[src/rtl/me_window_shifter_rev.sv]
// me_window_shifter_rev: producer end of the reference-row sliding-window chain.
// A load captures a 16-pixel window plus an 8-pixel extension; the block then
// presents EXT_PIX+1 windows over a valid/ready handshake, sliding one pixel
// per accepted beat either forward (new pixel at the top) or reverse (new pixel
// at the bottom).
module me_window_shifter_rev #(
    parameter int PIX_W   = 8,
    parameter int WIN_PIX = 16,
    parameter int EXT_PIX = 8
) (
    input  logic                               clk_i,
    input  logic                               rst_i,
    input  logic                               load_i,
    output logic                               load_rdy_o,
    input  logic [WIN_PIX*PIX_W-1:0]           win_data_i,
    input  logic [EXT_PIX*PIX_W-1:0]           ext_data_i,
    input  logic                               dir_i,
    output logic [WIN_PIX*PIX_W-1:0]           win_o,
    output logic                               win_vld_o,
    input  logic                               win_rdy_i,
    output logic [$clog2(EXT_PIX+1)-1:0]       shift_cnt_o,
    output logic                               done_o
);

    localparam int WIN_W = WIN_PIX * PIX_W;
    localparam int EXT_W = EXT_PIX * PIX_W;
    localparam int CNT_W = $clog2(EXT_PIX + 1);
    localparam logic [CNT_W-1:0] LAST_CNT = CNT_W'(EXT_PIX);
    localparam logic [CNT_W-1:0] CNT_ONE  = CNT_W'(1);

    typedef enum logic [1:0] {
        ST_IDLE,
        ST_EMIT,
        ST_DONE
    } state_t;

    state_t             state_q;
    state_t             state_nxt;
    logic [WIN_W-1:0]   win_q;
    logic [EXT_W-1:0]   ext_q;
    logic               dir_q;
    logic [CNT_W-1:0]   cnt_q;

    logic               accept;
    logic               slide;
    logic               last_beat;
    logic [WIN_W-1:0]   win_slid;
    logic [EXT_W-1:0]   ext_slid;

    // Handshake qualifiers: a beat is accepted only while EMIT presents a window.
    assign accept    = (state_q == ST_EMIT) && win_rdy_i;
    assign last_beat = (cnt_q == LAST_CNT);
    assign slide     = accept && !last_beat;

    // FSM state register.
    always_ff @(posedge clk_i) begin
        if (rst_i) begin
            state_q <= ST_IDLE;
        end else begin
            state_q <= state_nxt;
        end
    end

    // Next-state and state-decoded outputs; outputs depend only on the state flops.
    always_comb begin
        state_nxt  = state_q;
        load_rdy_o = 1'b0;
        win_vld_o  = 1'b0;
        done_o     = 1'b0;
        case (state_q)
            ST_IDLE: begin
                load_rdy_o = 1'b1;
                if (load_i) begin
                    state_nxt = ST_EMIT;
                end
            end
            ST_EMIT: begin
                win_vld_o = 1'b1;
                if (win_rdy_i && last_beat) begin
                    state_nxt = ST_DONE;
                end
            end
            ST_DONE: begin
                done_o    = 1'b1;
                state_nxt = ST_IDLE;
            end
            default: begin
                state_nxt = ST_IDLE;
            end
        endcase
    end

    // One-pixel slide of window and extension in the stored direction.
    always_comb begin
        win_slid = win_q;
        ext_slid = ext_q;
        if (dir_q) begin
            win_slid = {win_q[WIN_W-PIX_W-1:0], ext_q[EXT_W-1 -: PIX_W]};
            ext_slid = ext_q << PIX_W;
        end else begin
            win_slid = {ext_q[PIX_W-1:0], win_q[WIN_W-1:PIX_W]};
            ext_slid = ext_q >> PIX_W;
        end
    end

    // Datapath registers: capture on load, slide on every non-final accepted beat.
    always_ff @(posedge clk_i) begin
        if (rst_i) begin
            win_q <= '0;
            ext_q <= '0;
            dir_q <= 1'b0;
            cnt_q <= '0;
        end else if ((state_q == ST_IDLE) && load_i) begin
            win_q <= win_data_i;
            ext_q <= ext_data_i;
            dir_q <= dir_i;
            cnt_q <= '0;
        end else if (slide) begin
            win_q <= win_slid;
            ext_q <= ext_slid;
            cnt_q <= cnt_q + CNT_ONE;
        end
    end

    assign win_o       = win_q;
    assign shift_cnt_o = cnt_q;

endmodule

[config.mk]
export PLATFORM = sky130hd
export DESIGN_NAME = me_window_shifter_rev
export DESIGN_NICKNAME = d
export VERILOG_FILES = /design/src/rtl/me_window_shifter_rev.sv
export SDC_FILE = /design/constraint.sdc
export NUM_CORES = 1
export LEC_CHECK = 0
export ABC_CLOCK_PERIOD_IN_PS = 3200
export BUFFER_PORTS_ARGS = -buffer_cell sky130_fd_sc_hd__buf_2
export CAP_MARGIN = 20
export CORE_UTILIZATION = 56
export CTS_CLUSTER_SIZE = 24
export DETAILED_ROUTE_END_ITERATION = 10
export GPL_TIMING_DRIVEN = 0
export PLACE_DENSITY = 0.86
export RECOVER_POWER = 25
export REMOVE_ABC_BUFFERS = 1
export SYNTH_ARGS = -nofsm -noshare
export SYNTH_HDL_FRONTEND = slang
export SYNTH_SLANG_ARGS = --single-unit
[constraint.sdc]
create_clock -name clk_i -period 3.2 [get_ports clk_i]
set_input_delay 0 -clock clk_i [delete_from_list [all_inputs] [get_ports clk_i]]
set_output_delay 0 -clock clk_i [all_outputs]
set_load 0.005 [all_outputs]
==> impl_results.html <==
<table>
<tr><th>Metric</th><th>Value</th></tr>
<tr><th colspan="2">Global routing</th></tr>
<tr><td>Overall global routing resource usage</td><td>40.4%</td></tr>
<tr><td>Global-route wire length before repair</td><td>66.3 mm</td></tr>
<tr><td>Maximum number of pins on one net before global-route repair</td><td>106</td></tr>
<tr><td>Number of global-route vias before repair</td><td>13097</td></tr>
<tr><td>Final global-route overflow total</td><td>0</td></tr>
<tr><td>Number of antenna violations at the first check in global routing</td><td>1</td></tr>
<tr><th colspan="2">Timing</th></tr>
<tr><td>RSZ-0062 raised after global routing</td><td>no</td></tr>
<tr><td>Sum of negative setup slack</td><td>0 ns</td></tr>
<tr><td>Endpoints failing hold</td><td>0</td></tr>
<tr><td>Fin crit period</td><td>2.78 ns</td></tr>
<tr><td>Headroom to the max-slew limit</td><td>27.7%</td></tr>
<tr><td>Period Utilization, post-route</td><td>87.0%</td></tr>
<tr><td>Final-report max-slew violation count</td><td>0</td></tr>
<tr><td>Number of failing setup endpoints in the final timing report</td><td>0</td></tr>
<tr><td>Top achievable clock speed</td><td>359 MHz</td></tr>
<tr><td>Smallest hold slack</td><td>0.0986 ns</td></tr>
<tr><td>Setup clock skew after layout</td><td>0.0151 ns</td></tr>
<tr><td>Final worst setup slack</td><td>0.417 ns</td></tr>
<tr><td>Transition time at the pin with the least slew margin</td><td>1.08 ns</td></tr>
<tr><th colspan="2">Synth</th></tr>
<tr><td>Share of the synthesized area in the top cell type</td><td>36.2%</td></tr>
<tr><td>Portion of the post-synthesis area used by sequential elements</td><td>36.2%</td></tr>
<tr><td>Gate count of the mapped netlist</td><td>1351</td></tr>
<tr><td>Most area-hungry cell type in the Yosys netlist</td><td>dfxtp_1</td></tr>
<tr><td>Number of warnings printed during yosys synthesis</td><td>0</td></tr>
<tr><td>Synthesized flop and latch total</td><td>199</td></tr>
<tr><td>Cell types occupying the most area after synthesis</td><td>dfxtp_1 (36%), a2111oi_0 (14%), o31ai_1 (11%)</td></tr>
<tr><td>Count of unique library cells instantiated by Yosys</td><td>32</td></tr>
<tr><td>Mean cell area of the mapped netlist</td><td>8.14 um^2</td></tr>
<tr><td>Post-synthesis cell area</td><td>11000 um^2</td></tr>
<tr><th colspan="2">Final layout</th></tr>
<tr><td>Layout net count</td><td>1956</td></tr>
<tr><td>Proportion of layout cells with a drive suffix above 1</td><td>21.0%</td></tr>
<tr><td>Core Util, Final</td><td>81.0%</td></tr>
<tr><td>Area added between synthesis and finish</td><td>39.7%</td></tr>
<tr><td>Leading cell types in the layout, fill and taps excluded</td><td>buf_2 (294), dfxtp_1 (198), dlygate4sd3_1 (195)</td></tr>
<tr><td>Filler cell count in the final layout</td><td>1087</td></tr>
<tr><td>Most common library cell in the layout ignoring fill and taps</td><td>buf_2</td></tr>
<tr><th colspan="2">Floorplan</th></tr>
<tr><td>Top-level port count</td><td>332</td></tr>
<tr><td>Number of placement rows</td><td>50</td></tr>
<tr><td>Starting density of the core</td><td>58.0%</td></tr>
<tr><td>Horizontal die dimension</td><td>142 um</td></tr>
<tr><td>Die span in y</td><td>142 um</td></tr>
<tr><td>Die outline area</td><td>20200 um^2</td></tr>
<tr><td>Placeable Area</td><td>19000 um^2</td></tr>
<tr><th colspan="2">Route</th></tr>
<tr><td>Sum of routed wire length over all layers</td><td>41.7 mm</td></tr>
<tr><td>Amount of wire on met3 after detailed routing</td><td>3.97 mm</td></tr>
<tr><td>Met2 routed wirelength</td><td>19.7 mm</td></tr>
<tr><td>Wirelength per Cell</td><td>20.5 um</td></tr>
<tr><td>DRC violation count after routing</td><td>0</td></tr>
<tr><td>Highest metal layer used by the detailed router</td><td>met4</td></tr>
<tr><td>First-iteration detailed-routing DRC count</td><td>1568</td></tr>
<tr><td>Ratio of routed vias to standard cells</td><td>6.61</td></tr>
<tr><td>Antenna-violating nets left</td><td>0</td></tr>
<tr><td>Wire length the detailed router placed on met1</td><td>15.6 mm</td></tr>
<tr><td>DR pass1 iterations</td><td>6</td></tr>
<tr><td>Detailed-route via count</td><td>13425</td></tr>
<tr><th colspan="2">Critical path</th></tr>
<tr><td>Crit-path cells</td><td>buf_16 -&gt; buf_12 -&gt; nor2b_1 -&gt; a2111oi_0 -&gt; o31ai_2</td></tr>
<tr><td>Largest fanout on the critical path</td><td>103</td></tr>
<tr><td>Slowest stage delay, CP</td><td>1.01 ns</td></tr>
<tr><td>Buffers &amp; Inverters on Critical Path</td><td>2</td></tr>
<tr><td>Launching element type of the critical path</td><td>flop</td></tr>
<tr><td>Category of the critical setup timing path</td><td>reg2reg</td></tr>
<tr><td>Critical path arrival</td><td>3.08 ns</td></tr>
<tr><td>Required time of the worst setup path</td><td>3.50 ns</td></tr>
<tr><td>Critical path's slowest cell</td><td>dfxtp_4</td></tr>
<tr><td>Critical path capture point type</td><td>flop</td></tr>
<tr><td>Critical path's top delay family</td><td>flip-flops</td></tr>
<tr><th colspan="2">Pwr</th></tr>
<tr><td>PwrDens</td><td>433 nW/um^2</td></tr>
<tr><td>Tot Pwr</td><td>0.00666 W</td></tr>
<tr><td>Combinational power share</td><td>21.3%</td></tr>
<tr><td>Internal power consumption</td><td>0.00470 W</td></tr>
<tr><td>Part of the total power dissipated in the clock network</td><td>34.7%</td></tr>
<tr><td>Worst VDD drop</td><td>0.336 mV</td></tr>
<tr><td>Switching pwr</td><td>0.00195 W</td></tr>
<tr><td>Sequential Power Share</td><td>44.0%</td></tr>
<tr><td>Switching share of total power</td><td>29.3%</td></tr>
<tr><td>Leak</td><td>5.96 nW</td></tr>
<tr><th colspan="2">CTS</th></tr>
<tr><td>Maximum count of clock buffers along a single path</td><td>2</td></tr>
<tr><td>Number of levels in the clock H-tree</td><td>4</td></tr>
<tr><td>Root Buffer Master</td><td>clkbuf_16</td></tr>
<tr><td>Clk pin slew, worst setup/hold paths</td><td>0.08 ns</td></tr>
<tr><td>Clk Latency, worst-skew pair</td><td>0.44 ns</td></tr>
<tr><td>CTS Sinks</td><td>199</td></tr>
<tr><td>TritonCTS buffer count</td><td>17</td></tr>
<tr><td>CTS tree</td><td>built</td></tr>
<tr><td>Resized cells post-CTS</td><td>0</td></tr>
<tr><th colspan="2">Place</th></tr>
<tr><td>Worst slack after detailed placement</td><td>0.636 ns</td></tr>
<tr><td>HPWL reported at the end of detailed placement</td><td>21.6 mm</td></tr>
<tr><td>Number of input and output port buffers inserted</td><td>331</td></tr>
<tr><td>Placer's final routability congestion estimate</td><td>0.826</td></tr>
<tr><th colspan="2">Run</th></tr>
<tr><td>Number of max-capacitance violations reported</td><td>0</td></tr>
<tr><th colspan="2">Status</th></tr>
<tr><td>Run status</td><td>finished, final reports clean</td></tr>
<tr><th colspan="2">Min path</th></tr>
<tr><td>Class of the tightest hold or removal check</td><td>in2reg</td></tr>
</table>
[layer usage]
metal,track usage (%),vias to the layer above
li1,-,5943
met1,47.4,6177
met2,64.9,1054
met3,10.4,251
met4,27.3,0
met5,0,-
[state kept, by name, indices dropped and copies added (netlist names)]
register     count
state_q          2
dir_q            1
ext_q           64
win_o          128
shift_cnt_o      4
[power groups by stage]
stage | clock, W | combinational (W) | sequential [W]
3_5_place_dp | 0 | 0.00115 | 0.00295
6_report | 0.00231 | 0.00142 | 0.00293
3_3_place_gp | 0 | 0.00106 | 0.00300
5_1_grt | 0.00242 | 0.00153 | 0.00295
4_1_cts | 0.00230 | 0.00135 | 0.00290
2_1_floorplan | 0 | 0.000642 | 0.00295
[Yosys cell counts]
cell,count
o31ai_1,167
clkbuf_1,113
inv_1,4
a21oi_1,182
clkbuf_2,1
o21ai_0,17
buf_6,14
nand3b_1,1
buf_1,1
dfxtp_1,199
nand3b_4,1
nand2b_1,2
buf_4,3
nand2_1,178
or3_1,1
o21ai_1,2
ha_1,2
nor2b_1,177
buf_2,40
and3b_1,2
nand4_1,8
a21o_1,1
or3b_1,1
nor4b_2,1
o31ai_2,10
a311oi_1,16
nor3_1,1
nand3_1,4
or4_1,1
nor2_1,17
nand4b_1,8
a2111oi_0,176
[worst register-to-register path, delay by kind of cell (launching register included)]
family	cells	cell delay (ns)
compound gates	2	0.77
buf+inv	2	0.73
simple gates	1	0.14
flops	1	1.01
[logic make-up after synthesis]
logic type / after synthesis / synth area share (%)
flip-flops: 199 / 36.2
buffers and inverters: 176 / 7.54
adder cells (fa/ha/maj): 2 / 0.228
AO/OA/AOI/OAI: 571 / 37.1
AND/OR/NAND/NOR: 403 / 18.9
[worst paths after layout]
check / slack [ns] / startpoint / endpoint / depth (start not counted)
worst min-delay path: 0.1 / load_i / ext_q[44]$_SDFFE_PP0P_ / 4
worst min register to register: 0.52 / ext_q[6]$_SDFFE_PP0P_ / ext_q[6]$_SDFFE_PP0P_ / 2
worst max register to register: 0.42 / dir_q$_SDFFE_PP0P_ / win_o[3]$_SDFFE_PP0P_ / 5
worst max-delay path: 0.42 / dir_q$_SDFFE_PP0P_ / win_o[3]$_SDFFE_PP0P_ / 5
[final cells by class]
type / instances / area, um^2 / area share, %
repair buffers: 559 / 4210 / 27.4
well taps: 260 / 325 / 2.12
clock inverters: 9 / 139 / 0.904
diodes: 3 / 7.51 / 0.0489
multi-input cells: 976 / 6200 / 40.4
inverters: 4 / 15.0 / 0.0978
flip-flops and latches: 199 / 3990 / 26.0
clock buffers: 22 / 474 / 3.09
[timing repair]
| item | in CTS | in global routing |
|---|---|---|
| hold buffers | 195 | 0 |
| setup buffers | 0 | 0 |
| endpoints found under the hold margin | 195 | 0 |
[per-stage QoR]
stage / instance area, um^2 / cells
6_report: 15400 / 2032
5_1_grt: 15400 / 2030
4_1_cts: 15400 / 2029
3_5_place_dp: 12800 / 1803
3_3_place_gp: 12200 / 1770
2_1_floorplan: 10200 / 1179
(Power assumes the default switching activity.)
